`config.mk`:
```
export PLATFORM = sky130hd
export DESIGN_NAME = top
export DESIGN_NICKNAME = d
export VERILOG_FILES = /design/src/rtl/top.sv
export SDC_FILE = /design/constraint.sdc
export NUM_CORES = 1
export LEC_CHECK = 0
export BUFFER_PORTS_ARGS = -buffer_cell sky130_fd_sc_hd__buf_2
export CAP_MARGIN = 20
export CELL_PAD_IN_SITES_DETAIL_PLACEMENT = 0
export CELL_PAD_IN_SITES_GLOBAL_PLACEMENT = 1
export CORE_AREA = 2 2 89 91
export DETAILED_ROUTE_END_ITERATION = 8
export DIE_AREA = 0 0 91 93
export PLACE_DENSITY_LB_ADDON = 0.1
export SLEW_MARGIN = 40
export SYNTH_ARGS = -nofsm -noshare
export SYNTH_HDL_FRONTEND = slang
export SYNTH_SLANG_ARGS = --single-unit
export TNS_END_PERCENT = 20
```
`constraint.sdc`:
```
create_clock -name CLOCK_50 -period 4.2 [get_ports CLOCK_50]
set_input_delay 0 -clock CLOCK_50 [delete_from_list [all_inputs] [get_ports CLOCK_50]]
set_output_delay 0 -clock CLOCK_50 [all_outputs]
set_load 0.05 [all_outputs]
```
`src/rtl/top.sv`:
```
// PS/2 keyboard receiver: synchronizes the PS/2 lines, deframes 11-bit frames,
// and shows the last accepted byte on two hex digits plus status LEDs.
module top #(
    parameter int TIMEOUT = 50000
) (
    input  logic       CLOCK_50,
    input  logic [3:0] KEY,
    input  logic [9:0] SW,
    output logic [6:0] HEX0,
    output logic [6:0] HEX1,
    output logic [9:0] LEDR,
    input  logic       ps2_clk,
    input  logic       ps2_dat
);

    localparam int TW = $clog2(TIMEOUT + 1);

    typedef enum logic [1:0] {
        IDLE,
        DATA,
        PARITY,
        STOP
    } state_t;

    state_t        state, state_nxt;
    logic [2:0]    bit_cnt, bit_nxt;
    logic [7:0]    shift, shift_nxt;
    logic          parity_bit, parity_nxt;
    logic [TW-1:0] timeout_cnt;
    logic [7:0]    display;
    logic          err_flag;
    logic          toggle;

    logic          clk_s1, clk_s2, clk_prev;
    logic          dat_s1, dat_s2;
    logic          fall;
    logic          timed_out;
    logic          accept, reject;

    logic          unused_inputs;
    assign unused_inputs = ^{KEY[3:1], SW[9:1]};

    assign fall      = clk_prev & ~clk_s2;
    assign timed_out = (state != IDLE) && !fall && (timeout_cnt == TW'(TIMEOUT - 1));

    always_comb begin
        state_nxt  = state;
        bit_nxt    = bit_cnt;
        shift_nxt  = shift;
        parity_nxt = parity_bit;
        accept     = 1'b0;
        reject     = 1'b0;
        case (state)
            IDLE: begin
                if (fall && !dat_s2) begin
                    state_nxt = DATA;
                    bit_nxt   = 3'd0;
                end
            end
            DATA: begin
                if (fall) begin
                    shift_nxt[bit_cnt] = dat_s2;
                    bit_nxt            = bit_cnt + 3'd1;
                    if (bit_cnt == 3'd7)
                        state_nxt = PARITY;
                end
            end
            PARITY: begin
                if (fall) begin
                    parity_nxt = dat_s2;
                    state_nxt  = STOP;
                end
            end
            STOP: begin
                if (fall) begin
                    state_nxt = IDLE;
                    if (dat_s2 && ((^shift) ^ parity_bit))
                        accept = 1'b1;
                    else
                        reject = 1'b1;
                end
            end
            default: state_nxt = IDLE;
        endcase
        // A stalled frame is thrown away entirely so the next start bit begins clean
        if (timed_out) begin
            state_nxt = IDLE;
            bit_nxt   = 3'd0;
            shift_nxt = 8'd0;
        end
    end

    always_ff @(posedge CLOCK_50) begin
        if (!KEY[0]) begin
            clk_s1      <= 1'b1;
            clk_s2      <= 1'b1;
            clk_prev    <= 1'b1;
            dat_s1      <= 1'b1;
            dat_s2      <= 1'b1;
            state       <= IDLE;
            bit_cnt     <= 3'd0;
            shift       <= 8'd0;
            parity_bit  <= 1'b0;
            timeout_cnt <= '0;
            display     <= 8'd0;
            err_flag    <= 1'b0;
            toggle      <= 1'b0;
        end else begin
            clk_s1     <= ps2_clk;
            clk_s2     <= clk_s1;
            clk_prev   <= clk_s2;
            dat_s1     <= ps2_dat;
            dat_s2     <= dat_s1;
            state      <= state_nxt;
            bit_cnt    <= bit_nxt;
            shift      <= shift_nxt;
            parity_bit <= parity_nxt;
            if (state == IDLE || fall || timed_out)
                timeout_cnt <= '0;
            else
                timeout_cnt <= timeout_cnt + 1'b1;
            if (accept && !SW[0])
                display <= shift;
            if (accept)
                toggle <= ~toggle;
            if (reject || timed_out)
                err_flag <= 1'b1;
        end
    end

    function automatic logic [6:0] seg7(input logic [3:0] nib);
        case (nib)
            4'h0: seg7 = 7'h40;
            4'h1: seg7 = 7'h79;
            4'h2: seg7 = 7'h24;
            4'h3: seg7 = 7'h30;
            4'h4: seg7 = 7'h19;
            4'h5: seg7 = 7'h12;
            4'h6: seg7 = 7'h02;
            4'h7: seg7 = 7'h78;
            4'h8: seg7 = 7'h00;
            4'h9: seg7 = 7'h10;
            4'hA: seg7 = 7'h08;
            4'hB: seg7 = 7'h03;
            4'hC: seg7 = 7'h46;
            4'hD: seg7 = 7'h21;
            4'hE: seg7 = 7'h06;
            default: seg7 = 7'h0E;
        endcase
    endfunction

    assign HEX0 = seg7(display[3:0]);
    assign HEX1 = seg7(display[7:4]);
    assign LEDR = {toggle, err_flag, display};

endmodule

```
# Word-level counts from Yosys, hierarchy flattened

Memory sizes are Yosys's and may differ from the RTL's. A register that Yosys moved wholly into a read port is not among the register bits.
Index checks and enable logic that the tools add are counted.

Register bits after elaboration: 45
Latch bits: 0
RAM bits: 0
Bits in read-only memories: 224
Input bits: 17
Output and inout bits: 24
Word-level logic and storage cells: 78
Memories: 2

Add/sub/neg operators: 2
Multipliers: 0
Div/mod/pow operators: 0
Order comparisons: 2
Equality and inequality tests: 10
Shift-type cells: 0
Muxes and demuxes: 22
Bitwise gates (word level): 5
Reductions and logical operators: 22

Memories:

| name            | words | bits a word | rd ports | clocked after Yosys merged registers in | wr ports | line | RTL |
|---|---|---|---|---|---|---|---|
| (no name shown) | 16    | 7           | 1        | 1                                       | 0        | 132  | `case (nib)` |
| (no name shown) | 16    | 7           | 1        | 1                                       | 0        | 132  |  |

Operators with widths:

| kind                  | number |
|---|---|
| $add 16x1->16 const B | 1 |
| $eq 16x16->1 const B  | 1 |
| $mux 4                | 4 |
| $mux 2                | 5 |
| $ne 2x2->1 const B    | 5 |
| $bwmux 8              | 1 |
| $pmux 2 s4            | 1 |
| $reduce_xor 8->1      | 1 |
| $mux 1                | 7 |
| $logic_and 1x1->1     | 6 |
| $mux 3                | 2 |
| $pmux 3 s2            | 1 |
| $reduce_and 5->1      | 1 |
| $eq 2x2->1 const B    | 2 |
| $lt 3x4->1 const B    | 1 |
| $reduce_and 2->1      | 2 |
| $reduce_bool 2->1     | 2 |
| $reduce_or 2->1       | 2 |
| $add 3x1->3 const B   | 1 |
| $demux 1 s3           | 1 |
| $eq 3x3->1 const B    | 1 |
| $ge 3x1->1 const B    | 1 |
| $logic_not 1->1       | 3 |
| $logic_or 1x1->1      | 3 |
| other kinds (6)       | 8 |

# Depth between registers and ports, before layout

Gate-level depths: netlist (run 1).

Depth after elaboration: 9
Depth in mapped cells: 14
Mapped depth without buffers: 12

# Worst setup path before layout (run 1)

No wires, ideal clock.

Path type: register to register
Start point: register shift[2]
End point: register, netlist name HEX1[5]
Arrival time: 2,854 ps
Required time: 4,079 ps
Setup slack: 1,225 ps
Stages on the path, launching flop included: 13
Buffers on the path: 2
Period minus slack after synthesis: 2,975 ps
Cells stage by stage: dfxtp_1 xor3_2 or3_1 mux2i_4 buf_8 buf_4 nand3_1 o21ai_2 inv_1 ha_1 mux2_2 o21ai_0 o22ai_1

Longest elaborated chain between the ends: 9

Ends and longest elaborated chain:

| element                              | line | RTL |
|---|---|---|
| start: declaration                   | 27   | `logic [7:0] shift, shift_nxt;` |
| start signal: assignment             | 116  | `shift <= shift_nxt;` |
| $reduce_xor 8->1                     | 77   | `if (dat_s2 && ((^shift) ^ parity_bit))` |
| $xor 1x1->1                          | 77   |  |
| $logic_and 1x1->1                    | 77   |  |
| $mux 1                               | 77   |  |
| $mux 1                               | 75   | `if (fall) begin` |
| $mux 1                               | 53   | `case (state)` |
| $logic_and 1x1->1                    | 122  | `if (accept && !SW[0])` |
| $mux 4 (no source line) (2 in a row) | -    |  |

No other way between the ends.
A chain may end at the register's enable or synchronous reset.

# Worst setup path in the final report (run 1)

Start point: register shift[2]
End point: register, netlist name HEX0[3]

Longest elaborated chain between the ends: 9

Ends and longest elaborated chain:

| element                                  | line |
|---|---|
| $reduce_xor 8->1                         | 77 |
| $xor 1x1->1                              | 77 |
| $logic_and 1x1->1                        | 77 |
| $mux 1                                   | 77 |
| $mux 1                                   | 75 |
| $mux 1                                   | 53 |
| $logic_and 1x1->1                        | 122 |
| $mux 4 (no source line) (*) (2 in a row) | - |

Mark *: on every way between the ends. The rest lies on a longest branch, timed or not.

==> Flow_metrics.wiki, run 1 <==
{| class="wikitable"
! Metric !! Value
|-
| Result of the run || complete, no violations
|-
| DR WL/cell || 13.0 um
|-
| Die Ht || 93 um
|-
| Reg-to-reg endpoint || HEX0[3]
|-
| Synthesized instance count || 375
|-
| Power Density || 319 nW/um^2
|-
| R2r setup slk || 860 ps
|-
| Cell count of the worst hold path || 2
|-
| CTS tree || done
|-
| Post-detailed-route via-to-cell ratio || 5.02
|-
| Top fanout value on the critical path || 15
|-
| Starting density of the core || 42.8%
|-
| Slew HR || 59.2%
|-
| Number of nets in the synthesized netlist || 411
|-
| Total of buffers placed on input and output ports || 28
|-
| Measured slew at the worst slew-check pin || 610 ps
|-
| Flop pwr share || 50.6%
|-
| Via count of the first global-routing pass || 2394
|-
| Pre-CTS setup slack || 887 ps
|-
| Unrepaired setup endpoints after global routing || no
|-
| Worst clock skew || 8.17 ps
|-
| Fmax || 300 MHz
|-
| Count of flip-flops with a built-in enable after synthesis || 0
|-
| Row cnt || 32
|-
| Aggregate negative setup slack || 0 ps
|-
| Int Pwr || 0.835 mW
|-
| TritonCTS Sinks || 59
|-
| Number of H-tree levels || 3
|-
| Area overhead of the layout relative to synthesis || 11.7%
|-
| First-iteration detailed-routing DRC count || 45
|-
| Proportion of layout cells with a drive suffix above 1 || 14.4%
|-
| Path type of the worst setup path || reg2reg
|-
| Boundary pin count || 41
|-
| Half-perimeter wire length of the detailed placement result || 4.48 mm
|-
| Core Box Area || 7530 sq um
|-
| Switching component of the power || 0.314 mW
|-
| Switching power as a share of total power || 27.3%
|-
| Launch instance of the worst min-delay path || KEY[0]
|-
| Area of the mapped netlist || 3220 sq um
|-
| Post-route DRC violation count || 0
|-
| Req. time, crit path || 4420 ps
|-
| Global-route wire length before repair || 11.4 mm
|-
| Static Leakage || 1.40 nW
|-
| Antenna Violating Nets Remaining || 0
|-
| Startpoint type of the worst setup path || flop
|-
| Synth async-reset ratio || 0%
|-
| Final setup viols || 0
|-
| Worst Reg2Reg Path Length in Cells || 11
|-
| Peak ir drop on the vdd network || 0.130 mV
|-
| Met3 GRT Util || 2.98%
|-
| Clk_lat worst skew || 340 ps
|-
| Worst reg2reg startpoint || shift[2]
|-
| Horiz. Die Dim || 91 um
|-
| Post-synthesis simple-gate area fraction || 22.5%
|-
| Multiplexer area fraction after synthesis || 10.4%
|-
| Final critical delay including setup and external delays || 3340 ps
|-
| Cell chosen for the clock root || sky130_fd_sc_hd__clkbuf_8
|-
| Fraction of the yosys area taken by sequential cells || 36.6%
|-
| Placer's final routability congestion estimate || 0.794
|-
| Filler cell count || 802
|-
| Detailed-route via count || 2542
|-
| Dominant combinational cell family by area after synthesis || simple AND/OR/NAND/NOR gates
|-
| Final slew viol count || 0
|-
| Number of diodes || 0
|-
| Full die area || 8460 sq um
|-
| Clk network pwr share || 40.9%
|-
| Layer with the highest usage after global routing || met2
|-
| Final worst-path cycle share || 79.5%
|-
| Warnings, synthesis || 0
|-
| Fraction of the mapped netlist area in adder cells || 7.37%
|-
| Post-synthesis xor/xnor area fraction || 5.82%
|-
| Routing usage on met1 || 22.7%
|-
| Minimum setup slack in the final design || 862 ps
|-
| Launching instance or port of the critical path || shift[2]
|-
| Sort of element at the end of the critical path || flop
|-
| Worst Path Arrival || 3560 ps
|-
| Aggregate global routing overflow || 0
|-
| Buffer depth of the longest clock path || 2
|-
| Antenna violations before repair || 0
|-
| Logic pwr share || 8.5%
|-
| Iteration count of the initial detailed-routing pass || 4
|-
| Share of the synthesized area in compound gates (AO/OA/AOI/OAI) || 11.4%
|-
| Gr usage total || 16.7%
|-
| Nets || 435
|-
| Clock buffers created by TritonCTS || 9
|-
| Max cap viols || 0
|-
| Maximum number of pins on one net before global-route repair || 33
|-
| Flop and latch count out of synthesis || 59
|-
| Number of different library cells in the post-synthesis netlist || 46
|-
| Clock transition time at the flip-flop clock pins of the worst setup and hold paths || 80 ps
|-
| Most common flop cell mapped by yosys || sky130_fd_sc_hd__dfxtp_1
|-
| Wirelength, routed || 6.56 mm
|-
| Classification of the worst-slack hold path || in2reg
|-
| Synth Area per Inst || 8.60 sq um
|-
| Capture endpoint of the worst hold path || dat_s2
|-
| Final Hold Violating Endpoints || 0
|-
| Met2 track demand over resource || 26.2%
|}
-- routing by layer --
layer / share of wire [%] / routed length, um / vias to the layer above
li1: - / - / 1333
met1: 51 / 3380 / 1170
met2: 45 / 2940 / 30
met3: 2.3 / 151 / 9
met4: 1.4 / 89 / 0
met5: 0 / 0 / -
-- synthesized netlist by cell type, types with 4 or more instances --
library cell / n / area (sq um)
sky130_fd_sc_hd__nand4_1: 4 / 25.0
sky130_fd_sc_hd__clkbuf_1: 7 / 26.3
sky130_fd_sc_hd__o221ai_1: 4 / 35.0
sky130_fd_sc_hd__dfxtp_1: 59 / 1180
sky130_fd_sc_hd__buf_2: 8 / 40.0
sky130_fd_sc_hd__or3_1: 5 / 31.3
sky130_fd_sc_hd__mux2i_1: 25 / 250
sky130_fd_sc_hd__a21oi_1: 11 / 55.1
sky130_fd_sc_hd__o21ai_0: 19 / 95.1
sky130_fd_sc_hd__nand2_1: 37 / 139
sky130_fd_sc_hd__nor3b_1: 4 / 30.0
sky130_fd_sc_hd__ha_1: 19 / 238
sky130_fd_sc_hd__nor3_1: 9 / 45.0
sky130_fd_sc_hd__nand2b_1: 8 / 50.1
sky130_fd_sc_hd__xnor2_1: 8 / 70.1
sky130_fd_sc_hd__xor2_1: 8 / 70.1
sky130_fd_sc_hd__o22ai_1: 4 / 25.0
sky130_fd_sc_hd__nor2_1: 47 / 176
sky130_fd_sc_hd__nor2b_1: 8 / 50.1
sky130_fd_sc_hd__a211oi_1: 4 / 30.0
sky130_fd_sc_hd__and3_1: 4 / 25.0
sky130_fd_sc_hd__inv_1: 18 / 67.6
sky130_fd_sc_hd__nand3_1: 17 / 85.1
-- cells in the final DEF (no fill, tap or decap), types with 3 or more instances in the layout --
| master | netlist | routed |
|---|---|---|
| sky130_fd_sc_hd__dfxtp_1 | 59 | 59 |
| sky130_fd_sc_hd__nor2_1 | 47 | 47 |
| sky130_fd_sc_hd__nand2_1 | 37 | 37 |
| sky130_fd_sc_hd__buf_2 | 8 | 28 |
| sky130_fd_sc_hd__mux2i_1 | 25 | 25 |
| sky130_fd_sc_hd__o21ai_0 | 19 | 19 |
| sky130_fd_sc_hd__ha_1 | 19 | 19 |
| sky130_fd_sc_hd__inv_1 | 18 | 18 |
| sky130_fd_sc_hd__nand3_1 | 17 | 17 |
| sky130_fd_sc_hd__a21oi_1 | 11 | 11 |
| sky130_fd_sc_hd__clkbuf_8 | 0 | 10 |
| sky130_fd_sc_hd__nor3_1 | 9 | 9 |
| sky130_fd_sc_hd__nand2b_1 | 8 | 8 |
| sky130_fd_sc_hd__xor2_1 | 8 | 8 |
| sky130_fd_sc_hd__xnor2_1 | 8 | 8 |
| sky130_fd_sc_hd__nor2b_1 | 8 | 8 |
| sky130_fd_sc_hd__or3_1 | 5 | 5 |
| sky130_fd_sc_hd__o22ai_1 | 4 | 4 |
| sky130_fd_sc_hd__nor3b_1 | 4 | 4 |
| sky130_fd_sc_hd__o221ai_1 | 4 | 4 |
| sky130_fd_sc_hd__a211oi_1 | 4 | 4 |
| sky130_fd_sc_hd__and3_1 | 4 | 4 |
| sky130_fd_sc_hd__nand4_1 | 4 | 4 |
| sky130_fd_sc_hd__buf_4 | 3 | 4 |
| sky130_fd_sc_hd__nand3b_1 | 3 | 3 |
| sky130_fd_sc_hd__mux2_2 | 3 | 3 |
| sky130_fd_sc_hd__a21boi_0 | 3 | 3 |
| sky130_fd_sc_hd__clkinvlp_4 | 0 | 3 |
-- kinds of logic after synthesis --
family                     count (synthesis)
adders and majority gates                 19
xor gates and xnor gates                  18
muxes                                     31
buffers and inverters                     39
and+or+nand+nor                          152
AOI/OAI and AO/OA                         57
DFF                                       59
-- critical path: stages (launching register included) --
cell and delay [ps]:
sky130_fd_sc_hd__dfxtp_1 460, sky130_fd_sc_hd__xor3_2 530, sky130_fd_sc_hd__or3_1 360, sky130_fd_sc_hd__mux2i_4 470, sky130_fd_sc_hd__mux2i_1 190, sky130_fd_sc_hd__nor2b_1 250
sky130_fd_sc_hd__inv_1 140, sky130_fd_sc_hd__ha_1 310, sky130_fd_sc_hd__inv_1 90, sky130_fd_sc_hd__o21ai_0 80, sky130_fd_sc_hd__a211oi_1 270, sky130_fd_sc_hd__a21oi_1 60
-- final cells by class --
class / count / area [sq um] / share of cell area [%]
Clock buffer: 10 / 138 / 3.82
Sequential cell: 59 / 1180 / 32.8
Multi-Input combinational cell: 277 / 1860 / 51.5
Clock inverter: 6 / 41.3 / 1.15
Timing Repair Buffer: 34 / 190 / 5.28
Tap cell: 102 / 128 / 3.54
Inverter: 18 / 67.6 / 1.88
-- timing repair --
item                      4_1_cts  5_1_grt
setup buffers                   0        0
hold buffers                    2        0
resized for setup               0        0
hold endpoints to repair        2        0
-- state kept, by name (all words and copies together) (netlist names) --
signal / cells
state: 2
clk_s1: 1
parity_bit: 1
timeout_cnt: 16
err_flag: 1
toggle: 1
display: 8
clk_prev: 1
shift: 8
dat_s1: 1
bit_cnt: 3
HEX0: 7
dat_s2: 1
HEX1: 7
clk_s2: 1
-- power groups by stage --
| stage | Combinational (mW) | Sequential [mW] | Clock [mW] |
|---|---|---|---|
| after floorplan | 0.0786 | 0.590 | 0 |
| after global placement | 0.0958 | 0.593 | 0 |
| after detailed placement | 0.0988 | 0.594 | 0 |
| after CTS | 0.100 | 0.581 | 0.489 |
| after global routing | 0.112 | 0.583 | 0.516 |
| final | 0.0978 | 0.581 | 0.470 |
-- worst max path at each step --
stage,to,slack (ps),cells past startpoint
2_1_floorplan,HEX1[5],1220,12
3_3_place_gp,HEX0[3],870,11
3_5_place_dp,HEX0[3],890,11
4_1_cts,HEX0[3],830,11
5_1_grt,HEX0[3],610,11
6_report,HEX0[3],860,11
-- through the flow --
stage / power, mW / hold slack, ps / utilization [%] / instances / instance area [sq um]
floorplan: 0.669 / 101 / - / 375 / 3220
global placement: 0.689 / 180 / 45.2 / 488 / 3400
detailed placement: 0.693 / 183 / 45.2 / 488 / 3400
CTS: 1.17 / 117 / 47.9 / 506 / 3600
global route: 1.21 / 145 / 47.9 / 506 / 3600
finish: 1.15 / 122 / 47.9 / 506 / 3600
No activity file was read; power rests on OpenSTA's default activity.
==> run 2: changes to the inputs <==
==> constraint.sdc (replaced) <==
create_clock -name CLOCK_50 -period 3.2 [get_ports CLOCK_50]
set_input_delay 0 -clock CLOCK_50 [delete_from_list [all_inputs] [get_ports CLOCK_50]]
set_output_delay 0 -clock CLOCK_50 [all_outputs]
set_load 0.05 [all_outputs]
==> run 2 against run 1 <==
Against the previous run: routed wire length increased by 2.9%; power increased by 35%; fmax increased by 18%; via count increased by 2.6%; highest routed layer unchanged.
==> Flow_metrics.wiki, run 2 (synthesis gave the netlist of run 1 again) <==
{| class="wikitable"
! Metric !! Value
|-
| Met2 track demand over resource || 27.7%
|-
| Total area of sequential cells || 1180 sq um
|-
| Placer's final routability congestion estimate || 0.780
|-
| Max reg flops || 16
|-
| Count of buffering cells on the critical path with inverters included || 3
|-
| Final slew viol count || 0
|-
| Family with the most delay on the worst path || XOR/XNOR gates
|-
| Critical Path Stages || 11
|-
| Final setup viols || 0
|-
| Peak ir drop on the vdd network || 0.225 mV
|-
| Biggest regs || timeout_cnt: 16 flops, display: 8 flops, shift: 8 flops
|-
| Final critical delay including setup and external delays || 2840 ps
|-
| Horiz. Die Dim || 91 um
|-
| Worst Reg2Reg Path Length in Cells || 11
|-
| Startpoint type of the worst setup path || flop
|-
| Detailed-route via count || 2609
|-
| Most common library cell in the layout ignoring fill and taps || sky130_fd_sc_hd__dfxtp_1
|-
| Last element of the critical path || HEX1[5]
|-
| Antenna violations before repair || 0
|-
| Post-layout instance area || 3720 sq um
|-
| Max stage delay cell, worst path || sky130_fd_sc_hd__xnor3_1
|-
| Half-perimeter wire length of the detailed placement result || 4.74 mm
|-
| Classification of the worst-slack hold path || in2reg
|-
| Most used cells in the layout excluding fill and tap cells || sky130_fd_sc_hd__dfxtp_1, sky130_fd_sc_hd__nor2_1, sky130_fd_sc_hd__nand2_1
|-
| Path type of the worst setup path || reg2reg
|-
| Top fanout value on the critical path || 10
|-
| Max incr delay on CP || 490 ps
|-
| Full die area || 8460 sq um
|-
| Cell chosen for the clock root || sky130_fd_sc_hd__clkbuf_8
|-
| Die Ht || 93 um
|-
| TritonCTS Sinks || 59
|-
| Starting density of the core || 42.8%
|-
| Routing usage on met1 || 22.8%
|-
| Req. time, crit path || 3420 ps
|-
| R2r setup slk || 360 ps
|-
| Unrepaired setup endpoints after global routing || no
|-
| Row cnt || 32
|-
| Global-route wire length before repair || 11.7 mm
|-
| CTS tree || done
|-
| Layer with the highest usage after global routing || met2
|-
| Clk_lat worst skew || 330 ps
|-
| Clock buffers created by TritonCTS || 9
|-
| Wirelength, routed || 6.75 mm
|-
| Post-route DRC violation count || 0
|-
| Largest Register || timeout_cnt
|-
| Core Box Area || 7530 sq um
|-
| Count of instances resized after the clock tree is built || 0
|-
| Final Hold Violating Endpoints || 0
|-
| Aggregate global routing overflow || 0
|-
| Post-detailed-route via-to-cell ratio || 5.04
|-
| Met3 GRT Util || 3.14%
|-
| Worst Path Arrival || 3060 ps
|-
| Gr usage total || 17.2%
|-
| Boundary pin count || 41
|-
| Power Density || 416 nW/um^2
|-
| Filler cell count || 771
|-
| Nets || 449
|-
| CP Cell Sequence || xor2_1, xnor3_1, mux2i_4, buf_12, buf_4, o21ai_2, inv_1, ha_1, mux2_2, o21ai_0, o22ai_1
|-
| Multi-input gate area in the final layout || 1860 sq um
|-
| Utilization of the core after routing || 49.5%
|-
| Via count of the first global-routing pass || 2488
|-
| Worst reg2reg startpoint || shift[5]
|-
| DR WL/cell || 13.0 um
|-
| Worst clock skew || 5.34 ps
|-
| Proportion of layout cells with a drive suffix above 1 || 16.6%
|-
| Total of buffers placed on input and output ports || 28
|-
| Sort of element at the end of the critical path || flop
|-
| Antenna Violating Nets Remaining || 0
|-
| Number of diodes || 0
|-
| Static Leakage || 1.48 nW
|-
| Area overhead of the layout relative to synthesis || 15.4%
|-
| Iteration count of the initial detailed-routing pass || 4
|-
| First-iteration detailed-routing DRC count || 71
|-
| Final worst-path cycle share || 88.7%
|-
| Placed Instance Area || 3490 sq um
|-
| Number of H-tree levels || 3
|-
| Result of the run || complete, no violations
|-
| Slew HR || 58.6%
|-
| Clock transition time at the flip-flop clock pins of the worst setup and hold paths || 70 ps
|-
| Fmax || 352 MHz
|-
| Measured slew at the worst slew-check pin || 619 ps
|-
| Aggregate negative setup slack || 0 ps
|-
| Buffer depth of the longest clock path || 2
|-
| Maximum number of pins on one net before global-route repair || 26
|-
| Launching instance or port of the critical path || shift[5]
|-
| Max cap viols || 0
|-
| Reg-to-reg endpoint || HEX1[5]
|}
==> run 2: final cells by class <==
| type | count | share of cell area (%) |
|---|---|---|
| tap | 102 | 3.43 |
| sequential | 59 | 31.7 |
| clock buffer | 11 | 3.80 |
| clock inverter | 3 | 1.08 |
| inverter | 18 | 1.82 |
| multi-input combinational | 277 | 49.9 |
| timing repair buffer | 48 | 8.27 |
==> run 2: worst min path at each step <==
stage	endpoint	cells past startpoint	slack, ps	from
CTS	dat_s2	2	80	KEY[0]
finish	dat_s2	2	90	KEY[0]
detailed placement	dat_s1	2	190	ps2_dat
floorplan	clk_s1	1	100	ps2_clk
global route	clk_s2	2	100	KEY[0]
global placement	dat_s1	2	180	ps2_dat
==> run 2: power breakdown <==
group,internal (mW),switching (mW),leakage [nW]
combinational,0.0485,0.0852,0.913
clock,0.370,0.283,0.0950
sequential,0.749,0.0114,0.476
total,1.17,0.380,1.48
==> run 2: repair_timing <==
| action | CTS | global route |
|---|---|---|
| setup buffers | 0 | 3 |
| hold endpoints to repair | 2 | 0 |
| setup endpoints to repair | 0 | 6 |
| hold buffers | 2 | 0 |
==> run 2: metrics by stage <==
| stage | setup slack [ps] | total power [mW] | hold WS, ps | cells |
|---|---|---|---|---|
| after floorplan | 225 | 0.878 | 101 | 375 |
| after global placement | 254 | 0.907 | 184 | 499 |
| after detailed placement | 229 | 0.909 | 191 | 499 |
| after CTS | 220 | 1.58 | 76.8 | 515 |
| after global routing | 112 | 1.62 | 101 | 518 |
| final | 361 | 1.55 | 86.8 | 518 |
==> run 2: layer usage <==
metal,wire (um),vias up
met5,0,-
met3,164,6
li1,-,1359
met2,3130,32
met4,74,0
met1,3380,1212
